`config.mk`:
```
export PLATFORM = sky130hd
export DESIGN_NAME = regfile_write_sequencer
export DESIGN_NICKNAME = d
export VERILOG_FILES = /design/src/rtl/regfile_write_sequencer.sv
export SDC_FILE = /design/constraint.sdc
export NUM_CORES = 1
export LEC_CHECK = 0
export ABC_AREA = 1
export BUFFER_PORTS_ARGS = -buffer_cell sky130_fd_sc_hd__buf_4
export CAP_MARGIN = 20
export CORE_MARGIN = 5
export CORE_UTILIZATION = 33
export CTS_CLUSTER_DIAMETER = 50
export CTS_CLUSTER_SIZE = 16
export DETAILED_ROUTE_END_ITERATION = 10
export GPL_TIMING_DRIVEN = 1
export PLACE_DENSITY = 0.55
export RECOVER_POWER = 100
export SLEW_MARGIN = 5
export SYNTH_ARGS = -nofsm -noshare
export SYNTH_HDL_FRONTEND = slang
export SYNTH_SLANG_ARGS = --single-unit
```
`constraint.sdc`:
```
create_clock -name clk -period 9 [get_ports clk]
set_input_delay 1.8 -clock clk [delete_from_list [all_inputs] [get_ports clk]]
set_output_delay 1.8 -clock clk [all_outputs]
set_load 0.01 [all_outputs]
```
`src/rtl/regfile_write_sequencer.sv`:
```
// regfile_write_sequencer
//   Write-side front end for the register file's single write port. Results
//   from the writeback pipeline (wb) and the long-latency unit (lu) are
//   serialised through an in-order pending queue. RegWrite/WriteRegister/
//   WriteData are registered. Two lookup ports report registers whose
//   writes are still pending, so decode can stall on them.
//
// Ports
//   clk, reset            clock (rising edge), async active-low reset
//   wb_valid/reg/data     writeback result offer, wb_ready accept
//   lu_valid/reg/data     long-latency result offer, lu_ready accept
//   RegWrite, WriteRegister, WriteData   register-file write port
//   pend_query1/2         lookup indices, pend_hit1/2 pending flags
//   queue_count           occupied queue entries
//
// Optional build macro REGSEQ_FORWARD_EN adds pend_data1/2: the youngest
// pending value for each lookup index (0 when there is no hit).
module regfile_write_sequencer #(
  parameter int DATA_W   = 64,
  parameter int ADDR_W   = 5,
  parameter int DEPTH    = 4,
  parameter int ZERO_REG = 31
) (
  input  logic                       clk,
  input  logic                       reset,
  input  logic                       wb_valid,
  input  logic [ADDR_W-1:0]          wb_reg,
  input  logic [DATA_W-1:0]          wb_data,
  output logic                       wb_ready,
  input  logic                       lu_valid,
  input  logic [ADDR_W-1:0]          lu_reg,
  input  logic [DATA_W-1:0]          lu_data,
  output logic                       lu_ready,
  output logic                       RegWrite,
  output logic [ADDR_W-1:0]          WriteRegister,
  output logic [DATA_W-1:0]          WriteData,
  input  logic [ADDR_W-1:0]          pend_query1,
  input  logic [ADDR_W-1:0]          pend_query2,
  output logic                       pend_hit1,
  output logic                       pend_hit2,
`ifdef REGSEQ_FORWARD_EN
  output logic [DATA_W-1:0]          pend_data1,
  output logic [DATA_W-1:0]          pend_data2,
`endif
  output logic [$clog2(DEPTH+1)-1:0] queue_count
);

  localparam int PTR_W = $clog2(DEPTH);
  localparam int CNT_W = $clog2(DEPTH+1);
  localparam logic [CNT_W-1:0]  DEPTH_C = CNT_W'(DEPTH);
  localparam logic [ADDR_W-1:0] ZERO_C  = ADDR_W'(ZERO_REG);

  logic [ADDR_W-1:0] q_reg_q  [DEPTH];
  logic [DATA_W-1:0] q_data_q [DEPTH];

  logic [PTR_W-1:0]  rd_ptr_q, rd_ptr_d, wr_ptr_q, wr_ptr_d, wr_ptr_nxt;
  logic [CNT_W-1:0]  cnt_q, cnt_d;
  logic              we_q, we_d;
  logic [ADDR_W-1:0] wreg_q, wreg_d;
  logic [DATA_W-1:0] wdata_q, wdata_d;

  logic              wb_take, wb_en, lu_en;
  logic              pop, push_a, push_b;
  logic [ADDR_W-1:0] push_a_reg;
  logic [DATA_W-1:0] push_a_data;

  // Ready looks only at registered state (plus wb_valid for lu), so no credit
  // is given for the entry drained at the same edge.
  assign wb_ready = reset & (cnt_q < DEPTH_C);
  assign wb_take  = wb_valid & wb_ready;
  assign lu_ready = reset & ((cnt_q + CNT_W'(wb_take)) < DEPTH_C);

  // Writes to the zero register complete the handshake but go nowhere.
  assign wb_en = wb_take & (wb_reg != ZERO_C);
  assign lu_en = lu_valid & lu_ready & (lu_reg != ZERO_C);

  // Candidate order: queue head, then wb, then lu. First one goes to the
  // output register, the rest append to the tail in the same order.
  always_comb begin
    pop         = 1'b0;
    push_a      = 1'b0;
    push_b      = 1'b0;
    push_a_reg  = lu_reg;
    push_a_data = lu_data;
    we_d        = 1'b0;
    wreg_d      = wreg_q;
    wdata_d     = wdata_q;
    if (cnt_q != '0) begin
      pop     = 1'b1;
      we_d    = 1'b1;
      wreg_d  = q_reg_q[rd_ptr_q];
      wdata_d = q_data_q[rd_ptr_q];
      push_a  = wb_en | lu_en;
      push_b  = wb_en & lu_en;
      if (wb_en) begin
        push_a_reg  = wb_reg;
        push_a_data = wb_data;
      end
    end else if (wb_en) begin
      we_d    = 1'b1;
      wreg_d  = wb_reg;
      wdata_d = wb_data;
      push_a  = lu_en;
    end else if (lu_en) begin
      we_d    = 1'b1;
      wreg_d  = lu_reg;
      wdata_d = lu_data;
    end
    rd_ptr_d = rd_ptr_q + PTR_W'(pop);
    wr_ptr_d = wr_ptr_q + PTR_W'(push_a) + PTR_W'(push_b);
    cnt_d    = cnt_q - CNT_W'(pop) + CNT_W'(push_a) + CNT_W'(push_b);
  end

  assign wr_ptr_nxt = wr_ptr_q + PTR_W'(1);

  always_ff @(posedge clk or negedge reset) begin
    if (!reset) begin
      rd_ptr_q <= '0;
      wr_ptr_q <= '0;
      cnt_q    <= '0;
      we_q     <= 1'b0;
      wreg_q   <= '0;
      wdata_q  <= '0;
    end else begin
      rd_ptr_q <= rd_ptr_d;
      wr_ptr_q <= wr_ptr_d;
      cnt_q    <= cnt_d;
      we_q     <= we_d;
      wreg_q   <= wreg_d;
      wdata_q  <= wdata_d;
    end
  end

  // Payload storage needs no reset: validity is carried by cnt_q.
  always_ff @(posedge clk) begin
    if (push_a) begin
      q_reg_q[wr_ptr_q]  <= push_a_reg;
      q_data_q[wr_ptr_q] <= push_a_data;
    end
    if (push_b) begin
      q_reg_q[wr_ptr_nxt]  <= lu_reg;
      q_data_q[wr_ptr_nxt] <= lu_data;
    end
  end

  // Lookup: the output register holds the oldest pending write, queue
  // entries get younger with offset k, so later matches override earlier.
  always_comb begin
    pend_hit1 = we_q & (wreg_q == pend_query1);
    pend_hit2 = we_q & (wreg_q == pend_query2);
`ifdef REGSEQ_FORWARD_EN
    pend_data1 = pend_hit1 ? wdata_q : '0;
    pend_data2 = pend_hit2 ? wdata_q : '0;
`endif
    for (int k = 0; k < DEPTH; k++) begin
      if (CNT_W'(k) < cnt_q) begin
        if (q_reg_q[rd_ptr_q + PTR_W'(k)] == pend_query1) begin
          pend_hit1 = 1'b1;
`ifdef REGSEQ_FORWARD_EN
          pend_data1 = q_data_q[rd_ptr_q + PTR_W'(k)];
`endif
        end
        if (q_reg_q[rd_ptr_q + PTR_W'(k)] == pend_query2) begin
          pend_hit2 = 1'b1;
`ifdef REGSEQ_FORWARD_EN
          pend_data2 = q_data_q[rd_ptr_q + PTR_W'(k)];
`endif
        end
      end
    end
    if (pend_query1 == ZERO_C) begin
      pend_hit1 = 1'b0;
`ifdef REGSEQ_FORWARD_EN
      pend_data1 = '0;
`endif
    end
    if (pend_query2 == ZERO_C) begin
      pend_hit2 = 1'b0;
`ifdef REGSEQ_FORWARD_EN
      pend_data2 = '0;
`endif
    end
  end

  assign RegWrite      = we_q;
  assign WriteRegister = wreg_q;
  assign WriteData     = wdata_q;
  assign queue_count   = cnt_q;

endmodule
```
; ---- Word level (Yosys, flattened, before mapping)
; Memory sizes are Yosys's and may differ from the RTL's.
; Index checks and enable logic that the tools add are counted.
[word_totals]
regBits = 77
ramBits = 276
input_bits = 152
output_inout_bits = 77
word_cells = 90
n_memories = 2
[classes]
n_addsub = 11
n_lt_le_gt_ge = 6
n_eq_ne = 14
n_mux = 39
bitwise = 10
n_reduce_logical = 2
[memory_table]
columns = name, words, word_bits, read_ports, rd_ports_with_merged_regs, write_ports, line
row1 = q_data_q, 4, 64, 1, 0, 2, 54  ; logic [DATA_W-1:0] q_data_q [DEPTH];
row2 = q_reg_q, 4, 5, 4, 0, 2, 53  ; logic [ADDR_W-1:0] q_reg_q [DEPTH];
[op_table]
columns = cell, count
row1 = two-way mux 64 bit, 5
row2 = == test 5 bit, 10
row3 = two-way mux 1 bit, 29
row4 = two-way mux 5 bit, 5
row5 = == test 5 bit (second input constant), 2
row6 = inequality test 5 bit (second input constant), 2
row7 = adder 3 x 1 -> 3 bit, 3
row8 = bitwise AND 1 bit, 9
row9 = adder 2 x 1 -> 2 bit, 3
row10 = less-than comparator 1 x 3 -> 1 bit (first input constant), 2
row11 = less-than comparator 2 x 3 -> 1 bit (first input constant), 2
row12 = less-than comparator 3 bit (second input constant), 2
row13 = nonzero test 3 bit, 2
row14 = adder 2 x 1 -> 2 bit (second input constant), 2
row15 = adder 2 bit (second input constant), 2
row16 = subtractor 3 x 1 -> 3 bit, 1
row17 = OR 1 bit, 1

; ---- Depth between registers and ports, before layout
; Gate-level depths: netlist of run 1.
[depth]
ltp_word = 12
mapped_depth = 14
mapped_depth_nobuf = 13

; ---- Least setup slack after synthesis of run 1
; Ideal clock, no wire load.
[synth_path]
path_kind = input port to flip-flop
startpoint = input reset
endpoint = memory q_data_q[0][0] (enable)
setup_ps = 599
arrival_time_ps = 7673
required_ps = 8401
path_slack_ps = 728
path_stages = 8
n_path_buf = 0
path_cell_list = inv_1 > nor2_2 > nand2_1 > inv_2 > o211ai_4 > nor2_8 > a21oi_1 > o31ai_1
[synth_lines]
columns = item, line
row1 = "start, declared", 25  ; input logic reset,
row2 = "end, declared", 54

==> results of run 1 <==
synthesized netlist by cell type (all sizes together):
master / n
buf: 91
a31oi: 64
o211ai: 2
a21oi: 134
nor2: 105
nor4: 1
edfxtp: 276
dfrtp: 77
and3: 1
o31ai: 2
fa: 3
inv: 120
nand2: 958
o22ai: 6
ha: 3
nand3: 83
xor2: 3
xnor2: 2
nor3: 4
clkbuf: 86
o221ai: 4
o21ai: 483
nand4: 2
worst max path at each step:
stage	end	slack, ns	start
floorplan	q_data_q[0][0]$_DFFE_PP_	0.73	reset
global placement	q_data_q[1][40]$_DFFE_PP_	3.42	reset
detailed placement	q_data_q[1][35]$_DFFE_PP_	3.41	reset
CTS	pend_hit2	3.51	rd_ptr_q[0]$_DFF_PN0_
global route	q_data_q[3][51]$_DFFE_PP_	1.70	reset
finish	q_data_q[3][51]$_DFFE_PP_	2.13	reset
per-layer routing:
layer	vias to the layer above	routed length, um	global-route usage (%)	part of all wire [%]
li1	8698	-	-	-
met1	8456	29400	25.9	45
met2	427	31300	32.2	48
met3	67	2900	2.16	4.5
met4	0	1060	4.27	1.6
met5	-	0	0	0
metrics by stage:
stage               setup slack (ns)  hold WS [ns]  power (W)  cells
floorplan                      0.728         0.473    0.00487   2510
CTS                             3.51         0.559    0.00770   3436
global route                    1.70         0.573    0.00802   3437
detailed placement              3.41         0.546    0.00601   3364
finish                          2.13         0.550    0.00743   3437
global placement                3.42         0.541    0.00595   3364
power breakdown:
group | switching, W | total, W | internal (W) | leakage (nW)
Clock | 0.000740 | 0.00167 | 0.000931 | 0.637
Sequential | 0.000269 | 0.00261 | 0.00234 | 3.43
Combinational | 0.00218 | 0.00316 | 0.000981 | 5.55
Total | 0.00319 | 0.00743 | 0.00425 | 9.62
flip-flops by register name (all words and copies together) (netlist names):
| signal | count |
|---|---|
| wr_ptr_q | 2 |
| RegWrite | 1 |
| q_data_q | 256 |
| q_reg_q | 20 |
| queue_count | 3 |
| WriteRegister | 5 |
| WriteData | 64 |
| rd_ptr_q | 2 |
worst reg2reg max path, stage by stage, from the launching register on:
cell      delay [ns]
dfrtp_1         0.48
nor3_1          0.51
inv_6           0.38
nand4_4         0.32
clkbuf_1        2.45
clkbuf_2        1.39
o21ai_0         0.28
cell families after synthesis:
kind of cell | count (synthesis) | synth area share (%)
and+or+nand+nor | 1154 | 22.8
DFF | 353 | 51.2
buffers and inverters | 297 | 6.61
xor gates and xnor gates | 5 | 0.220
adders and majority gates | 6 | 0.489
AOI/OAI and AO/OA | 695 | 18.6
final cells by class:
cell class | count | share of cell area (%)
Clock buffer | 46 | 4.61
Clock inverter | 26 | 1.30
Inverter | 120 | 2.02
Multi-Input combinational cell | 1860 | 36.2
Sequential cell | 353 | 44.7
Tap cell | 782 | 4.28
Timing Repair Buffer | 250 | 6.85
==> metrics, run 1 <==
reg2reg path depth=6; Critical path buffers and inverters=5; Final period util=approximately three quarters; final worst path period need=about 6.9 ns; Hold Crit Class=reg2reg; Slew @ Worst Pin=roughly 3.9 ns; most frequent cells in the layout=nand2_1 (957), o21ai_0 (416), edfxtp_1 (276); syn avg cell area=around 8 um^2; max_slew headroom=-159%; startpoint types=input port; setup TNS=0 ns; status=finished with violations; crit path kind=in2reg; syn nets=2,668; unrepaired setup endpoints after global routing=no; DRC Markers=0; Max Clk Rate=146 MHz; endpoints failing setup=0; Reg2Reg Setup Slack=around 2.9 ns; RR Endpoint=q_data_q[3][51]$_DFFE_PP_; Total Wirelength=64,700 um; footprint of the multi-input gates=between 0.008 and 0.009 mm^2; fin area=roughly 0.023 mm^2; number of H-tree levels=2; Die Wd=roughly 260 um; 1st-iter DRT viols=roughly 1,400; worst hold stages=2; Initial Util=33.2%; setup bufs post-CTS=0; family with the most delay on the worst path=buffers and inverters; WHS Endpoint=WriteData[57]$_DFFE_PN0P_; CTS tree=built; Final Max Tran Viols=800; area of the mapped netlist=0.0199 mm^2; area leader, netlist=edfxtp_1; share of cells above drive strength 1=roughly a tenth; Port Buf Inserts=between 200 and 250; first-pass GRT wire length=98,900 um; CTS resizes=0; Filler Cell Count=between 6,000 and 7,000; Final Hold Fails=0; maximum vdd drop=around 0.21 mV; max incr delay on CP=around 2.5 ns; Hold Path Origin=WriteData[57]$_DFFE_PN0P_; Die H=approximately 260 um; nets=between 2,000 and 3,000; routability cong.=~0.92; pin count of the biggest net entering global routing=approximately 120; DR vias/cell=around 5.1; Synth Register Bits=353; clk sinks=about 350; Worst Skew=~0.021 ns; area delta synth->final=14.6%; final core utilization=between 30% and 40%; total CTS buffers=39; GRT overflow=0; initial antenna violation count=0; Core Box Area=~0.06 mm^2; dpl hpwl=approximately 40,000 um; Synth area leaders=edfxtp_1 (42%), nand2_1 (18%), dfrtp_1 (9.7%); Crit-path slowest cell=clkbuf_1; Post-Syn Instances=2,510; GRT Total Usage=18.8%; area post-placement=~0.022 mm^2; sequential share of the synthesized area=about half; clk_lat worst skew=0.56 ns; vias in the first global route=~17,000; FP Rows=90; critical path arrival=7.10 ns; Yosys warning total=0; Max-Cap Viols=12; Static Leakage=roughly 9.6 nW; worst r2r src=queue_count[1]$_DFF_PN0_; ant diodes=0; Crit Path Max Fanout=just under 80; Hold Buf Count CTS=0; most common cell after layout, fill and taps aside=nand2_1; Clock Pin Slew Worst Setup and Hold Paths=0.07 ns; DIE AREA=roughly 0.065 mm^2; pwr/cell area=roughly 330 mW/mm^2; root buf cell=clkbuf_16; CP Depth=11; detailed-route via count=17,648; CP Cell Sequence=buf_4 > inv_1 > nor2_1 > nand2_1 > inv_1 > o211ai_1 > nor2_1 > nand4_4 > clkbuf_1 > clkbuf_2 > o21ai_0; library cells used by synthesis=39; CP Capture Type=flop; IO Count=229; Detailed Routing Iterations Pass 1=7; register area=0.0102 mm^2; Synth top area share=roughly two fifths; failing checks=max-capacitance violations, max-slew violations; Routed wire per std cell=around 19 um; Final ANT Viol Nets=0; clock tree buffer depth=3; CP required=9.23 ns
Note: power is estimated with default switching activity, not from simulation.
==> inputs of run 2 (changes only) <==
Settings changed: PLACE_DENSITY 0.55 to 0.57.
Clock period 9 ns to 5.95 ns, I/O delays scaled along.
==> run 2 against run 1 <==
Against the previous run: the run still ends with max-capacitance violations, max-slew violations left; clock skew is 0.0035 ns higher; combinational power up 53%; register-to-register slack got worse by 1.1 ns; sequential power rose by 51%; non-clock buffer count grew 7; largest power group unchanged; count of clock-buffer cells in the layout shrank 4; worst setup slack worse by 1.0 ns; via count rose by 2.1%; largest cell class unchanged.
==> metrics, run 2 (synthesis gave the netlist of run 1 again) <==
net switching power=0.00491 W (was 0.00319 W); Comb power frac=42.2% (was 42.5%); share of power burned in registers=34.5% (was 35.1%); area delta synth->final=15.3% (was 14.6%); Core Box Area=0.0601 mm^2 (unchanged); Clock Power Share=23.3% (was 22.5%); worst slack, placed=1.93 ns (was 3.41 ns); Worst Skew=0.0244 ns (was 0.0209 ns); Routed wire per std cell=19.2 um (was 18.8 um); Pint=0.00652 W (was 0.00425 W); Final Max Tran Viols=221 (was 800); worst hold stages=2 (unchanged); endpoints failing setup=0 (unchanged); Die Wd=256 um (unchanged); Final ANT Viol Nets=0 (unchanged); CTS tree=built (unchanged); Static Leakage=9.71 nW (was 9.62 nW); number of H-tree levels=2 (unchanged); DR vias/cell=5.23 (was 5.13); most frequent cells in the layout=nand2_1 (958), o21ai_0 (418), edfxtp_1 (276) (was nand2_1 (957), o21ai_0 (416), edfxtp_1 (276)); ant diodes=0 (unchanged); Die H=256 um (unchanged); CTS resizes=0 (unchanged); footprint of the multi-input gates=0.00830 mm^2 (was 0.00828 mm^2); pin count of the biggest net entering global routing=95 (was 121); worst r2r src=queue_count[2]$_DFF_PN0_ (was queue_count[1]$_DFF_PN0_); final worst path period need=slightly below 5 ns; Detailed Routing Iterations Pass 1=8 (was 7); detailed-route via count=18,017 (was 17,648); nets=2,790 (was 2,782); failing checks=max-capacitance violations, max-slew violations (unchanged); Port Buf Inserts=228 (unchanged); dpl hpwl=41,600 um (was 40,500 um); Hold Path Origin=WriteData[49]$_DFFE_PN0P_ (was WriteData[57]$_DFFE_PN0P_); GRT Total Usage=19.3% (was 18.8%); critical path arrival=4.98 ns (was 7.10 ns); setup bufs post-CTS=0 (unchanged); clk sinks=353 (unchanged); RR Endpoint=q_data_q[0][8]$_DFFE_PP_ (was q_data_q[3][51]$_DFFE_PP_); IO Count=229 (unchanged); FP Rows=90 (unchanged); Hold Crit Class=reg2reg (unchanged); sw frac=42.9% (about the same); Max-Cap Viols=5 (was 12); Filler Cell Count=6,343 (was 6,332); status=finished with violations (unchanged); total CTS buffers=40 (was 39); crit path kind=in2reg (unchanged); CP required=6.09 ns (was 9.23 ns); Initial Util=33.2% (unchanged); Final period util=about four fifths; share of cells above drive strength 1=10.1% (was 9.76%); Hold Buf Count CTS=0 (unchanged); fin area=0.0230 mm^2 (was 0.0229 mm^2); area post-placement=0.0221 mm^2 (was 0.0220 mm^2); worst setup margin=1.11 ns (was 2.13 ns); Clock Pin Slew Worst Setup and Hold Paths=0.06 ns (was 0.07 ns); startpoint types=input port (unchanged); maximum vdd drop=0.222 mV (was 0.214 mV); CP Capture Type=flop (unchanged); Reg2Reg Setup Slack=1.82 ns (was 2.88 ns); max FFs per register=256 (unchanged); pwr/cell area=497 mW/mm^2 (was 325 mW/mm^2); register area=0.0102 mm^2 (about the same); clk_lat worst skew=0.56 ns (about the same); Crit Path Max Fanout=46 (was 77); max_slew headroom=-33.1% (was -159%); reg2reg path depth=6 (unchanged); Biggest register=q_data_q (unchanged); most common cell after layout, fill and taps aside=nand2_1 (unchanged); DRC Markers=0 (unchanged); Max Clk Rate=between 200 and 250 MHz; GRT overflow=0 (unchanged); clock tree buffer depth=3 (unchanged); vias in the first global route=17,254 (was 16,734); # placed instances=3,372 (was 3,364); WHS Endpoint=WriteData[49]$_DFFE_PN0P_ (was WriteData[57]$_DFFE_PN0P_); unrepaired setup endpoints after global routing=no (unchanged); Total Wirelength=66,100 um (was 64,700 um); root buf cell=clkbuf_16 (unchanged); DIE AREA=0.0655 mm^2 (unchanged); Final Hold Fails=0 (unchanged); initial antenna violation count=0 (unchanged); routability cong.=0.946 (was 0.923); Power, Total=0.0114 W (was 0.00743 W); Hold Slack=0.549 ns (was 0.550 ns); first-pass GRT wire length=101,000 um (was 98,900 um); Layout Cells excl Fill=3,444 (was 3,437); 1st-iter DRT viols=1,316 (was 1,404); Slew @ Worst Pin=2.00 ns (was 3.88 ns)
[run 2: per-layer routing]
metal  global-route usage, %  wire length [um]
met1                    26.1             29000
met2                    32.8             31600
met4                    4.87              1520
met5                       0                 0
met3                    2.83              3900
[run 2: power groups by stage]
stage | Combinational [W] | Clock (W) | Sequential [W]
floorplan | 0.00341 | 0 | 0.00396
global placement | 0.00505 | 0 | 0.00399
detailed placement | 0.00514 | 0 | 0.00401
CTS | 0.00516 | 0.00271 | 0.00396
global route | 0.00548 | 0.00280 | 0.00401
finish | 0.00482 | 0.00266 | 0.00395
[run 2: final cells by class]
| type | instances | area share, % |
|---|---|---|
| Timing Repair Buffer | 257 | 7.08 |
| Clock buffer | 42 | 4.48 |
| Clock inverter | 30 | 1.66 |
| Multi-Input combinational cell | 1860 | 36.1 |
| Sequential cell | 353 | 44.4 |
| Tap cell | 782 | 4.25 |
| Inverter | 120 | 2.01 |
[run 2: worst max-delay path by stage]
| stage | startpoint | end | slack [ns] | cells past startpoint |
|---|---|---|---|---|
| after detailed placement | reset | q_data_q[1][20]$_DFFE_PP_ | 1.93 | 10 |
| after floorplan | reset | q_data_q[0][0]$_DFFE_PP_ | -1.71 | 8 |
| after global placement | reset | q_data_q[2][17]$_DFFE_PP_ | 1.89 | 10 |
| after global routing | reset | q_data_q[1][39]$_DFFE_PP_ | 0.60 | 10 |
| after CTS | rd_ptr_q[0]$_DFF_PN0_ | pend_hit2 | 1.42 | 13 |
| final | reset | q_data_q[1][39]$_DFFE_PP_ | 1.11 | 7 |
[run 2: stage by stage]
| step | setup TNS [ns] | util, % |
|---|---|---|
| after floorplan | -438.24 | - |
| after global routing | 0 | 38.2 |
| after global placement | 0 | 36.7 |
| after CTS | 0 | 39.1 |
| final | 0 | 38.2 |
| after detailed placement | 0 | 36.7 |
[run 2: worst max-delay path: stages]
cell	delay [ns]
clkbuf_1	0.90
and3_1	0.27
nand2_1	0.33
nor2_8	0.33
nand3_4	0.46
o31ai_1	0.26
clkbuf_1	1.20
==> inputs of run 3 (changes only) <==
Clock period 5.95 ns to 4 ns, I/O delays scaled along.
==> run 3 against run 2 <==
Against the previous run: the flow still finishes with violations (max-capacitance violations, max-slew violations); wire length up 0.71%; core utilization shrank 0.062 points; flip-flop and latch count unchanged.
==> metrics, run 3 (synthesis gave the netlist of run 1 again) <==
Pint=0.00951 W (was 0.00652 W); Initial Util=33.2% (unchanged); Reg2Reg Setup Slack=0.48 ns (was 1.82 ns); Power, Total=0.0167 W (was 0.0114 W); sw frac=43.2% (was 42.9%); Max Clk Rate=265 MHz; most frequent cells in the layout=nand2_1 (954), o21ai_0 (401), edfxtp_1 (276) (was nand2_1 (958), o21ai_0 (418), edfxtp_1 (276)); CP Capture Type=primary output (was flop); Slew @ Worst Pin=1.95 ns (was 2.00 ns); share of cells above drive strength 1=11.0% (was 10.1%); 1st-iter DRT viols=1,611 (was 1,316); dpl hpwl=40,800 um (was 41,600 um); Detailed Routing Iterations Pass 1=5 (was 8); crit path kind=reg2out (was in2reg); first-pass GRT wire length=102,000 um (was 101,000 um); vias in the first global route=17,366 (was 17,254); area delta synth->final=15.1% (was 15.3%); clk sinks=353 (unchanged); Worst Skew=0.0146 ns (was 0.0244 ns); DR vias/cell=5.23 (about the same); unrepaired setup endpoints after global routing=no (unchanged); CP required=3.20 ns (was 6.09 ns); Final period util=94.3%; DIE AREA=0.0655 mm^2 (unchanged); max FFs per register=256 (unchanged); Static Leakage=9.66 nW (was 9.71 nW); RR Endpoint=q_data_q[0][9]$_DFFE_PP_ (was q_data_q[0][8]$_DFFE_PP_); ant diodes=0 (unchanged); Final Hold Fails=0 (unchanged); pin count of the biggest net entering global routing=139 (was 95); Comb power frac=43.8% (was 42.2%); worst r2r src=queue_count[2]$_DFF_PN0_ (unchanged); detailed-route via count=17,978 (was 18,017); failing checks=max-capacitance violations, max-slew violations (unchanged); DRC Markers=0 (unchanged); endpoints failing setup=0 (unchanged); Hold Crit Class=in2async (was reg2reg); total CTS buffers=36 (was 40); most common cell after layout, fill and taps aside=nand2_1 (unchanged); Max-Cap Viols=1 (was 5); Routed wire per std cell=19.4 um (was 19.2 um); net switching power=0.00723 W (was 0.00491 W); clk_lat worst skew=0.55 ns (was 0.56 ns); initial antenna violation count=1 (was 0); max_slew headroom=-30.1% (was -33.1%); startpoint types=flop (was input port); Hold Buf Count CTS=0 (unchanged); final worst path period need=about 3.8 ns; Final ANT Viol Nets=0 (unchanged); Biggest register=q_data_q (unchanged); number of H-tree levels=2 (unchanged); Die H=256 um (unchanged); pwr/cell area=729 mW/mm^2 (was 497 mW/mm^2); Clock Power Share=21.4% (was 23.3%); maximum vdd drop=0.385 mV (was 0.222 mV); Die Wd=256 um (unchanged); Port Buf Inserts=228 (unchanged); Clock Pin Slew Worst Setup and Hold Paths=0.07 ns (was 0.06 ns); final core utilization=38.2% (about the same); reg2reg path depth=5 (was 6); Core Box Area=0.0601 mm^2 (unchanged); root buf cell=clkbuf_16 (unchanged); GRT Total Usage=19.6% (was 19.3%); Final Max Tran Viols=67 (was 221); IO Count=229 (unchanged); CTS tree=built (unchanged); status=finished with violations (unchanged); routability cong.=0.914 (was 0.946); GRT overflow=0 (unchanged); nets=2,787 (was 2,790); share of power burned in registers=34.8% (was 34.5%); critical path arrival=2.97 ns (was 4.98 ns); clock tree buffer depth=3 (unchanged); FP Rows=90 (unchanged); Crit Path Max Fanout=56 (was 46); Total Wirelength=66,500 um (was 66,100 um)
run 3: worst max-delay path by stage:
stage               slack, ns                   endpoint                  start  cells after the start
floorplan               -1.18   q_data_q[2][0]$_DFFE_PP_                  reset                      8
global placement         0.68  q_data_q[1][38]$_DFFE_PP_                  reset                     10
detailed placement       0.59  q_data_q[1][42]$_DFFE_PP_                  reset                     11
CTS                      0.12                  pend_hit1  rd_ptr_q[0]$_DFF_PN0_                     12
global route             0.03                  pend_hit2  rd_ptr_q[0]$_DFF_PN0_                     12
finish                   0.23                  pend_hit1  rd_ptr_q[0]$_DFF_PN0_                     12
run 3: cell type report:
class                   count  area (um^2)
fillers                  6258        37200
inverters                 120          459
well taps                 782          978
flip-flops and latches    353        10200
clock inverters            23          280
multi-input cells        1860         8400
clock buffers              41          951
repair buffers            258         1670
run 3: metrics by stage:
step | area (um^2) | instances | setup TNS (ns) | hold slack, ns | setup slack, ns
floorplan | 20000 | 2510 | -318.30 | 0.473 | -1.18
global placement | 22100 | 3372 | 0 | 0.540 | 0.675
detailed placement | 22100 | 3372 | 0 | 0.546 | 0.588
CTS | 23400 | 3436 | 0 | 0.0514 | 0.124
global route | 23000 | 3437 | 0 | 0.236 | 0.0338
finish | 23000 | 3437 | 0 | 0.238 | 0.227
run 3: power by group through the flow:
stage               registers (W)  clock network [W]  logic (W)
global route              0.00590            0.00379    0.00832
finish                    0.00583            0.00358    0.00733
global placement          0.00590                  0    0.00755
floorplan                 0.00585                  0    0.00508
CTS                       0.00585            0.00365    0.00772
detailed placement        0.00592                  0    0.00769
run 3: what timing repair did:
action | CTS | global route
buffers inserted | 0 | 0
setup endpoints to repair | 0 | 2
resized for setup | 0 | 3
run 3: metal layers:
metal | track usage (%) | up-vias | routed length, um | part of all wire (%)
met2 | 31.8 | 609 | 31000 | 47
met4 | 5.02 | 0 | 1440 | 2.2
met5 | 0 | - | 0 | 0
met1 | 27.2 | 8587 | 29800 | 45
li1 | - | 8702 | - | -
met3 | 3.48 | 80 | 4290 | 6.5
run 3: critical path: stages (launching register included):
cell and delay [ns]:
dfrtp_4 0.51, buf_4 0.56, nand2_1 0.14, nand3_1 0.21, nand2_1 0.17, nand2_1 0.09
nand2_1 0.05, nor2_1 0.09, nand3_1 0.13, nand3_1 0.11, nor2_1 0.04, nor2_1 0.15
buf_4 0.15
